<file path="src/rtl/pipe_stage_skid.sv">
// Elastic stage register with a 2-entry skid; 1-cycle latency from an empty stage, and in_ready
// is decoded from state alone so back-pressure never ripples upstream combinationally.
module pipe_stage_skid #(
    parameter int                WIDTH    = 16,
    parameter int                CTRL_W   = 8,
    parameter logic [CTRL_W-1:0] CTRL_NOP = '0,
    parameter int                CNT_W    = 16
) (
    input  logic              clk,
    input  logic              reset,
    input  logic              flush,
    input  logic              clr_cnt,
    input  logic              in_valid,
    output logic              in_ready,
    input  logic [CTRL_W-1:0] in_ctrl,
    input  logic [WIDTH-1:0]  in_data,
    output logic              out_valid,
    input  logic              out_ready,
    output logic [CTRL_W-1:0] out_ctrl,
    output logic [WIDTH-1:0]  out_data,
    output logic [1:0]        occupancy,
    output logic [CNT_W-1:0]  stall_cnt,
    output logic [CNT_W-1:0]  bubble_cnt
);

    typedef struct packed {
        logic [CTRL_W-1:0] ctrl;
        logic [WIDTH-1:0]  data;
    } entry_t;

    // Encoding doubles as the occupancy count.
    typedef enum logic [1:0] {
        EMPTY = 2'd0,
        ONE   = 2'd1,
        FULL  = 2'd2
    } state_t;

    localparam entry_t            ENTRY_RST = {CTRL_NOP, {WIDTH{1'b0}}};
    localparam logic [CNT_W-1:0]  CNT_MAX   = '1;

    state_t state, state_nxt;
    entry_t main_q, skid_q, in_ent;
    logic   in_fire, out_fire;
    logic   load_main_in, load_main_skid, load_skid;

    assign in_ent = {in_ctrl, in_data};

    always_ff @(posedge clk or posedge reset) begin
        if (reset) state <= EMPTY;
        else       state <= state_nxt;
    end

    always_comb begin
        state_nxt      = state;
        load_main_in   = 1'b0;
        load_main_skid = 1'b0;
        load_skid      = 1'b0;
        in_ready       = (state != FULL);
        out_valid      = (state != EMPTY);
        in_fire        = in_valid & in_ready;
        out_fire       = out_valid & out_ready;
        if (flush) begin
            state_nxt = EMPTY;
        end else begin
            case (state)
                EMPTY: if (in_fire) begin
                    load_main_in = 1'b1;
                    state_nxt    = ONE;
                end
                ONE: if (in_fire && out_fire) begin
                    load_main_in = 1'b1;
                end else if (out_fire) begin
                    state_nxt = EMPTY;
                end else if (in_fire) begin
                    load_skid = 1'b1;
                    state_nxt = FULL;
                end
                FULL: if (out_fire) begin
                    load_main_skid = 1'b1;
                    state_nxt      = ONE;
                end
                default: state_nxt = EMPTY;
            endcase
        end
    end

    // Flush only scrubs control; payload is don't-care once invalid.
    always_ff @(posedge clk or posedge reset) begin
        if (reset) begin
            main_q <= ENTRY_RST;
            skid_q <= ENTRY_RST;
        end else if (flush) begin
            main_q.ctrl <= CTRL_NOP;
            skid_q.ctrl <= CTRL_NOP;
        end else begin
            if (load_main_in)        main_q <= in_ent;
            else if (load_main_skid) main_q <= skid_q;
            if (load_skid)           skid_q <= in_ent;
        end
    end

    always_ff @(posedge clk or posedge reset) begin
        if (reset) begin
            stall_cnt  <= '0;
            bubble_cnt <= '0;
        end else if (clr_cnt) begin
            stall_cnt  <= '0;
            bubble_cnt <= '0;
        end else begin
            if (out_valid && !out_ready && stall_cnt != CNT_MAX)
                stall_cnt <= stall_cnt + CNT_W'(1);
            if (!out_valid && out_ready && bubble_cnt != CNT_MAX)
                bubble_cnt <= bubble_cnt + CNT_W'(1);
        end
    end

    assign out_ctrl  = out_valid ? main_q.ctrl : CTRL_NOP;
    assign out_data  = main_q.data;
    assign occupancy = state;

endmodule

</file>
<file path="config.mk">
export PLATFORM = sky130hd
export DESIGN_NAME = pipe_stage_skid
export DESIGN_NICKNAME = d
export VERILOG_FILES = /design/src/rtl/pipe_stage_skid.sv
export SDC_FILE = /design/constraint.sdc
export NUM_CORES = 1
export LEC_CHECK = 0
export CORE_ASPECT_RATIO = 1.4
export CORE_MARGIN = 1
export CORE_UTILIZATION = 45
export CTS_CLUSTER_SIZE = 12
export DETAILED_ROUTE_END_ITERATION = 12
export PLACE_DENSITY = 0.73
export SLEW_MARGIN = 5
export SYNTH_ARGS = -nofsm -noshare
export SYNTH_HDL_FRONTEND = slang
export SYNTH_SLANG_ARGS = --single-unit
</file>
<file path="constraint.sdc">
create_clock -name clk -period 3.2 [get_ports clk]
set_clock_uncertainty 0.15 [all_clocks]
set_input_delay 0.48 -clock clk [delete_from_list [all_inputs] [get_ports clk]]
set_output_delay 0.48 -clock clk [all_outputs]
set_load 0.01 [all_outputs]
</file>
# ---- Word-level counts from Yosys, hierarchy flattened
# Cells that the tools add are included.
dict set report word_totals {
  regBits 82
  latchBits 0
  ramBits 0
  mem_bits_ro 0
  inputBits 30
  mem_count 0
}
dict set report classes {
  n_addsub 2
  multipliers 0
  div 0
  magnitude_cmp 0
  eq_ne 9
  shift 0
  mux 28
  n_bitwise 3
  reduce_logical 17
}
# cell n
set ops {}
lappend ops {{2-to-1 mux 24 bit} 3}
lappend ops {{2-to-1 mux 16 bit} 4}
lappend ops {{adder 16 x 1 -> 16 bit (second input constant)} 2}
lappend ops {{inequality test 16 bit (second input constant)} 2}
lappend ops {{2-to-1 mux 8 bit} 3}
lappend ops {{2-to-1 mux 2 bit} 6}
lappend ops {{2-to-1 mux 1 bit} 10}
lappend ops {{nonzero test 2 bit} 5}
lappend ops {{inequality test 3 bit (second input constant)} 3}
lappend ops {{case mux 2 bit (3 select lines)} 1}
lappend ops {{logical AND 1 bit} 5}
lappend ops {{inequality test 4 bit (second input constant)} 1}
lappend ops {{AND reduction 2 bit} 2}
lappend ops {{AND reduction 4 bit} 1}
lappend ops {{nonzero test 3 bit} 1}
lappend ops {{AND 1 bit} 2}
lappend ops {{equality test 2 x 1 -> 1 bit (second input constant)} 1}
lappend ops {{equality test 2 bit (second input constant)} 1}
lappend ops {{zero test 1 bit} 2}
lappend ops {{zero test 2 bit} 1}
lappend ops {{inequality test 2 bit (second input constant)} 1}
lappend ops {{case mux 1 bit (2 select lines)} 1}
lappend ops {{NOT 1 bit} 1}

# ---- Depth between registers and ports, before layout
dict set report depth {
  word_depth 9
  ltp_mapped 8
  ltp_nobuf 6
}

# ---- Worst setup path after synthesis
# No wires, ideal clock.
dict set report synth_timing {
  kind {input port to flip-flop}
  from {input port out_ready}
  to {register bubble_cnt[15]}
  arrival_time_ps 2108
  required_ps 2918
  setup_slack_ps 810
  stages 8
  cell_sequence {buf_4 or3b_1 buf_2 or3_1 buf_6 nor4b_2 mux2i_1 nor2_1}
}
dict set report synth_via {
  elab_chain_len 3
}
# item line
set synth_lines {}
lappend synth_lines {{from (decl)} 18} ;# input logic out_ready,
lappend synth_lines {{logical AND 1 bit (2 in a row)} 112} ;# if (!out_valid && out_ready && bubble_cnt != CNT_MAX)
lappend synth_lines {{nonzero test 2 bit (no line)} -}
lappend synth_lines {{to (signal assigned)} 113} ;# bubble_cnt <= bubble_cnt + CNT_W'(1);
lappend synth_lines {{to (decl)} 23} ;# output logic [CNT_W-1:0] bubble_cnt
# No other way between the ends.
# A chain may end at the register's enable or synchronous reset.

# ---- Final worst setup path
dict set report layout_timing {
  from {register state[1], in the netlist occupancy[1]}
  to {output port out_ctrl[3]}
}
dict set report layout_via {
  elab_chain_len 2
}
# item line
set layout_lines {}
lappend layout_lines {{from (decl)} 41} ;# state_t state, state_nxt;
lappend layout_lines {{from (signal assigned)} 50} ;# else state <= state_nxt;
lappend layout_lines {{nonzero test 2 bit} 59} ;# out_valid = (state != EMPTY);
lappend layout_lines {{2-to-1 mux 8 bit} 117} ;# assign out_ctrl = out_valid ? main_q.ctrl : CTRL_NOP;
lappend layout_lines {{to (decl)} 19} ;# output logic [CTRL_W-1:0] out_ctrl,
# No other way between the ends.

==> impl_results.md <==
* Max-slew headroom at 43.9%
* GRT overflow at 0
* CTS Buf Count at 9
* Post-layout util at 60.3%
* Routed vias/inst at approximately 5.4
* Power Dens Cells at between 400 and 500 nW/um^2
* Worst-margin pin slew at 0.839 ns
* Critical path arrival at 2.03 ns
* Final Cycle Share at 83.1%
* Crit-path max FO at 11
* Htree depth at 3
* Max VDD drop at ~0.33 mV
* Unrepaired setup endpoints after global routing: false
* Clk_lat worst skew at 0.33 ns
* Residual DRC at 0
* Logic pwr share at 14.3%
* Power Internal at 1.96 mW
* Mapped Cells at slightly above 400
* First-pass GRT wire length at 14600 um
* Vias in the first global route at 3257
* Ratio of cells with drive above 1 in the final layout at 9.49%
* Syn Nets at 446
* Layout Nets at between 500 and 600
* HPWL Detailed at 6330 um
* Hold Path Cell Cnt at 2
* Max Clock Freq at approximately 380 MHz
* Port-buffer cells at between 80 and 90
* Synth cell types at 42
* Die height at approximately 110 um
* Via count at 3267
* Area delta synth->final at 30.3%
* Sequential fraction of the synthesis area at 51.5%
* Final Hold Viols at 0
* Sw Share at 23.8%
* Power share of the clock group at 38.6%
* Crit path capture type: primary output
* TritonCTS clock tree: done
* Post-synthesis register bit count at 82
* Endpoints failing setup at 0
* Rows at 40
* Antenna violations before repair at 0
* Max-cap violations at 0
* Total Routing Usage GR at approximately a fifth
* Fillers at ~750
* Antenna-violating nets left at 0
* Largest net degree at the start of global routing at 48
* Setup TNS at 0 ns
* Most used DFF post-synth: dfrtp_1
* Leakage power at 2.14 nW
* Worst Setup Start Kind: flip-flop
* EDFF count, synth at 0
* Drt first-iter violations at 156
* Antenna diodes at 0
* Die Footprint at 9240 sq um
* WL/cell at 14.6 um
* Routability cong. at 0.866
* Mapped Area at 3980 sq um
* Fraction of registers with async set/reset at 100%
* R2R depth at 5
* Drt pass-1 iters at 5
* Clk slew on worst S/H paths at 0.06 ns
* CTS Hold Bufs at 0
* Critical Setup Path Class: flip-flop to primary output
* Avg Inst Size Synth at 9.62 sq um
* Core Footprint at 8610 sq um
* Routed Wire Length at 8740 um
* Total setup buffers inserted after CTS at 0
* Total clock sinks at 82
* Starting Density at a little under half
* Resized cells post-CTS at 0
* Num ports at 90
* Clock Tree Root: clkbuf_16
* Clock buffer depth at 2
* Chip width at 81.5 um
* Fin crit period at 2.66 ns
* Sequential Power Share at 47.1%
* Hold Crit Class: flip-flop to flip-flop
* Slew Limit Fails at 0
* Outcome: completed
* Psw at 0.611 mW
* CP Data Required Time at 2.57 ns
* Ys Warns at 0
cell type report:
type | instances | area (sq um) | area share (%)
clock inverters | 1 | 7.51 | 0.145
flip-flops and latches | 82 | 2050 | 39.5
well taps | 105 | 131 | 2.53
repair buffers | 100 | 986 | 19.0
clock buffers | 14 | 284 | 5.47
multi-input cells | 289 | 1700 | 32.7
inverters | 9 | 35.0 | 0.675
sequential cells by signal, indices dropped and copies added, names as in the netlist:
name / cells
out_data: 16
stall_cnt: 16
skid_q: 24
main_q: 8
occupancy: 2
bubble_cnt: 16
synthesized netlist by cell type (all sizes together), types with 5 or more instances:
| library cell | n | area [sq um] |
|---|---|---|
| dfrtp | 82 | 2050 |
| nand2 | 69 | 259 |
| nor2 | 44 | 165 |
| a21oi | 26 | 130 |
| buf | 20 | 149 |
| a22oi | 16 | 120 |
| mux2 | 16 | 180 |
| clkbuf | 14 | 52.6 |
| xnor2 | 14 | 123 |
| nand3 | 12 | 60.1 |
| nor2b | 11 | 68.8 |
| o21ai | 11 | 55.1 |
| inv | 9 | 33.8 |
| nor4 | 9 | 77.6 |
| nand4 | 8 | 50.1 |
| nor3 | 8 | 40.0 |
| xor2 | 5 | 43.8 |
stage by stage:
stage / std cells / hold slack [ns] / cell area [sq um] / total power [mW] / worst slack [ns]
3_5_place_dp: 585 / 0.312 / 4900 / 1.60 / 0.289
2_1_floorplan: 414 / 0.297 / 3980 / 1.45 / 0.462
6_report: 600 / 0.324 / 5190 / 2.57 / 0.540
3_3_place_gp: 585 / 0.313 / 4900 / 1.58 / 0.339
5_1_grt: 600 / 0.359 / 5190 / 2.69 / 0.412
4_1_cts: 600 / 0.326 / 5190 / 2.60 / 0.517
worst paths after layout:
| check | start | endpoint | slack, ns |
|---|---|---|---|
| min in group asynchronous | reset | out_data[12] | 0.38 |
| setup / recovery | occupancy[1] | out_ctrl[3] | 0.54 |
| hold reg to reg | out_data[10] | out_data[10] | 0.32 |
| max in group asynchronous | reset | main_q[19] | 1.86 |
| hold / removal | out_data[10] | out_data[10] | 0.32 |
| setup reg to reg | occupancy[1] | bubble_cnt[15] | 0.73 |
critical path, stage by stage, from the launching register on:
cell             delay (ns)
dfrtp_1                0.47
nor2_1                 0.57
nor2b_1                0.14
clkdlybuf4s50_1        0.51
power groups by stage:
stage	clock, mW	combinational [mW]	sequential, mW
final	0.991	0.367	1.21
after CTS	1.01	0.374	1.21
after detailed placement	0	0.374	1.23
after floorplan	0	0.239	1.21
after global placement	0	0.362	1.22
after global routing	1.06	0.405	1.22
cell families after synthesis:
logic type	count (synthesis)	synth area share [%]
xor gates and xnor gates	19	4.18
adders and majority gates	2	0.628
muxes	19	5.28
and+or+nand+nor	183	22.5
AOI/OAI and AO/OA	66	10.0
DFF	82	51.5
buffers and inverters	43	5.90
per-layer routing:
| layer | routed length, um | GRT usage, % |
|---|---|---|
| met1 | 3650 | 24.0 |
| met2 | 4500 | 35.1 |
| met3 | 470 | 5.08 |
| met4 | 121 | 8.33 |
| met5 | 0 | 0 |
layout by cell type (no fill, tap or decap), types with 4 or more instances in the layout:
master,n
a22oi_1,16
nor2b_1,11
and3_1,4
buf_4,10
clkdlybuf4s50_1,89
clkbuf_8,4
nor2_1,44
dfrtp_1,82
xnor2_1,14
nor4_1,7
nand2_1,69
mux2_2,15
nand3_1,12
a21oi_1,26
nor3_1,8
clkbuf_16,9
o21ai_0,11
xor2_1,5
nand4_1,8
a31oi_1,4
inv_1,8
Power figures use the tool's default switching activity.
==> RTL change: new RTL, same flow settings <==
Put one more register stage on the output `bubble_cnt`. The value now appears one clock later. The other outputs are not delayed to match.
--- a/src/rtl/pipe_stage_skid.sv
+++ b/src/rtl/pipe_stage_skid.sv
@@ -38,4 +38,6 @@
     localparam entry_t            ENTRY_RST = {CTRL_NOP, {WIDTH{1'b0}}};
     localparam logic [CNT_W-1:0]  CNT_MAX   = '1;
+
+    logic [CNT_W-1:0] bubble_cnt_s0;
 
     state_t state, state_nxt;
@@ -103,13 +105,13 @@
         if (reset) begin
             stall_cnt  <= '0;
-            bubble_cnt <= '0;
+            bubble_cnt_s0 <= '0;
         end else if (clr_cnt) begin
             stall_cnt  <= '0;
-            bubble_cnt <= '0;
+            bubble_cnt_s0 <= '0;
         end else begin
             if (out_valid && !out_ready && stall_cnt != CNT_MAX)
                 stall_cnt <= stall_cnt + CNT_W'(1);
-            if (!out_valid && out_ready && bubble_cnt != CNT_MAX)
-                bubble_cnt <= bubble_cnt + CNT_W'(1);
+            if (!out_valid && out_ready && bubble_cnt_s0 != CNT_MAX)
+                bubble_cnt_s0 <= bubble_cnt_s0 + CNT_W'(1);
         end
     end
@@ -119,4 +121,8 @@
     assign occupancy = state;
 
+    always_ff @(posedge clk) begin
+        bubble_cnt <= bubble_cnt_s0;
+    end
+
 endmodule
 
Formal check against the unedited RTL: not equivalent (Yosys sat finds a counterexample within 4 cycles, from zero or initial values and one cycle with reset high).
==> RTL change against the original RTL <==
- maximum frequency increased by 1.5%
- sequential cell count increased by 16
- wire length grew 11%
- power increased by 12%
- count of clock-buffer cells in the layout is 2 lower
- setup slack better by 0.040 ns
- area after synthesis up 10%
- sequential share of layout area is 2.5 points higher
- final area grew 8.7%
- utilization is 0.65 points lower
- non-clock buffer count up 1
- critical path type unchanged
- largest power group unchanged
==> RTL change: results (changes against the original RTL) <==
vias in the first global route = 3,317 (was 3,257)
share of layout cells above drive strength 1 = 9.942% (was 9.495%)
largest net degree at the start of global routing = 49 (was 48)
Pleak = 2.255 nW (was 2.136 nW)
synth cell count leaders = dfrtp_1 (82), nand2_1 (71), a21oi_1 (37) (was dfrtp_1 (82), nand2_1 (69), nor2_1 (44))
Fillers = 813 (was 745)
post-synthesis sequential area ratio = 54.03% (was 51.51%)
gpl congestion = 0.7941 (was 0.8664)
Unique masters post-synth = 47 (was 42)
post-synth top area share = 46.74% (was 51.51%)
WL/cell = 15.59 um (was 14.57 um)
CP max stage delay = 0.53 ns (was 0.57 ns)
Mapped Cells = 432 (was 414)
asr flop ratio synth = 83.67% (was 100.0%)
Max-slew headroom = 57.39% (was 43.87%)
initial drt markers = 169 (was 156)
synth top area cells = dfrtp_1 (47%), dfxtp_1 (7.3%), nand2_1 (6.1%) (was dfrtp_1 (52%), nand2_1 (6.5%), mux2_2 (4.2%))
syn_nets = 464 (was 446)
Critical Path AT = 1.99 ns (was 2.03 ns)
Initial DRT Pass Iterations = 4 (was 5)
Total GRT Usage = 19.70% (was 20.50%)
Vias = 3,580 (was 3,267)
DPL Wire Length = 6644 um (was 6329 um)
Routed WL = 9715 um (was 8744 um)
Placed Cells = 607 (was 585)
Final nets = 540 (was 523)
Peak supply drop = 0.2939 mV (was 0.3294 mV)
status = completed (unchanged)
[RTL change: changes by cell type in the layout (fill, tap and decap cells not counted), sizes merged, moves of 4 or more]
cell	before	now
nor2	44	10
dfxtp	0	16
or4	1	17
xnor2	14	0
o31ai	2	15
a21oi	26	37
a2bb2oi	0	8
o41ai	0	7
nor4	9	4
xor2	5	0
nor3	8	4
[RTL change: layer usage]
layer / wire [um] / up-vias / track usage (%)
met2: 4916 / 94 / 32.95
met4: 230 / 0 / 9.271
met3: 305 / 16 / 2.148
met5: 0 / - / 0
li1: - / 1715 / -
met1: 4262 / 1755 / 25.43
[RTL change: worst paths after layout]
check,slack [ns],cells past startpoint,start,to
min reg2reg,0.29,0,bubble_cnt_s0[7],bubble_cnt[7]
max in group asynchronous,1.87,3,reset,skid_q[3]
max reg2reg,0.75,4,occupancy[0],bubble_cnt_s0[15]
min in group asynchronous,0.38,2,reset,stall_cnt[1]
max,0.58,3,occupancy[0],out_ctrl[7]
min,0.29,0,bubble_cnt_s0[7],bubble_cnt[7]
[RTL change: area by class of cell]
class                      count  area [sq um]  share of cell area, %
inverter                      11         42.54                 0.7537
sequential                    98          2372                  42.03
clock inverter                 4         50.05                 0.8867
clock buffer                  12         256.5                  4.544
multi-input combinational    287          1792                  31.74
tap                          110         137.6                  2.438
timing repair buffer         101         993.5                  17.60
[RTL change: cells by family after synthesis]
group                    synth area share (%)
adder cells (fa/ha/maj)                0.5699
buffers and inverters                   5.757
flip-flops                              54.03
AND/OR/NAND/NOR                         18.72
AO/OA/AOI/OAI                           15.85
multiplexers                            5.073
[RTL change: metrics by stage]
| stage | worst slack, ns | utilization, % | power, mW | instance area, sq um |
|---|---|---|---|---|
| 2_1_floorplan | 0.4616 | - | 1.666 | 4390 |
| 5_1_grt | 0.4216 | 59.67 | 3.007 | 5644 |
| 6_report | 0.5799 | 59.67 | 2.879 | 5644 |
| 4_1_cts | 0.5381 | 59.67 | 2.912 | 5644 |
| 3_3_place_gp | 0.3075 | 56.43 | 1.798 | 5338 |
| 3_5_place_dp | 0.2734 | 56.43 | 1.814 | 5338 |
[RTL change: worst max-delay path, delay by kind of cell, from the launching register on]
family | cells | cell delay (ns)
AND/OR/NAND/NOR | 2 | 0.64
buffers and inverters | 1 | 0.50
flip-flops | 1 | 0.50
[RTL change: where the power goes]
part	switching, mW	internal [mW]
clock network	0.446	0.647
logic	0.164	0.211
registers	0.0632	1.35
total	0.673	2.21
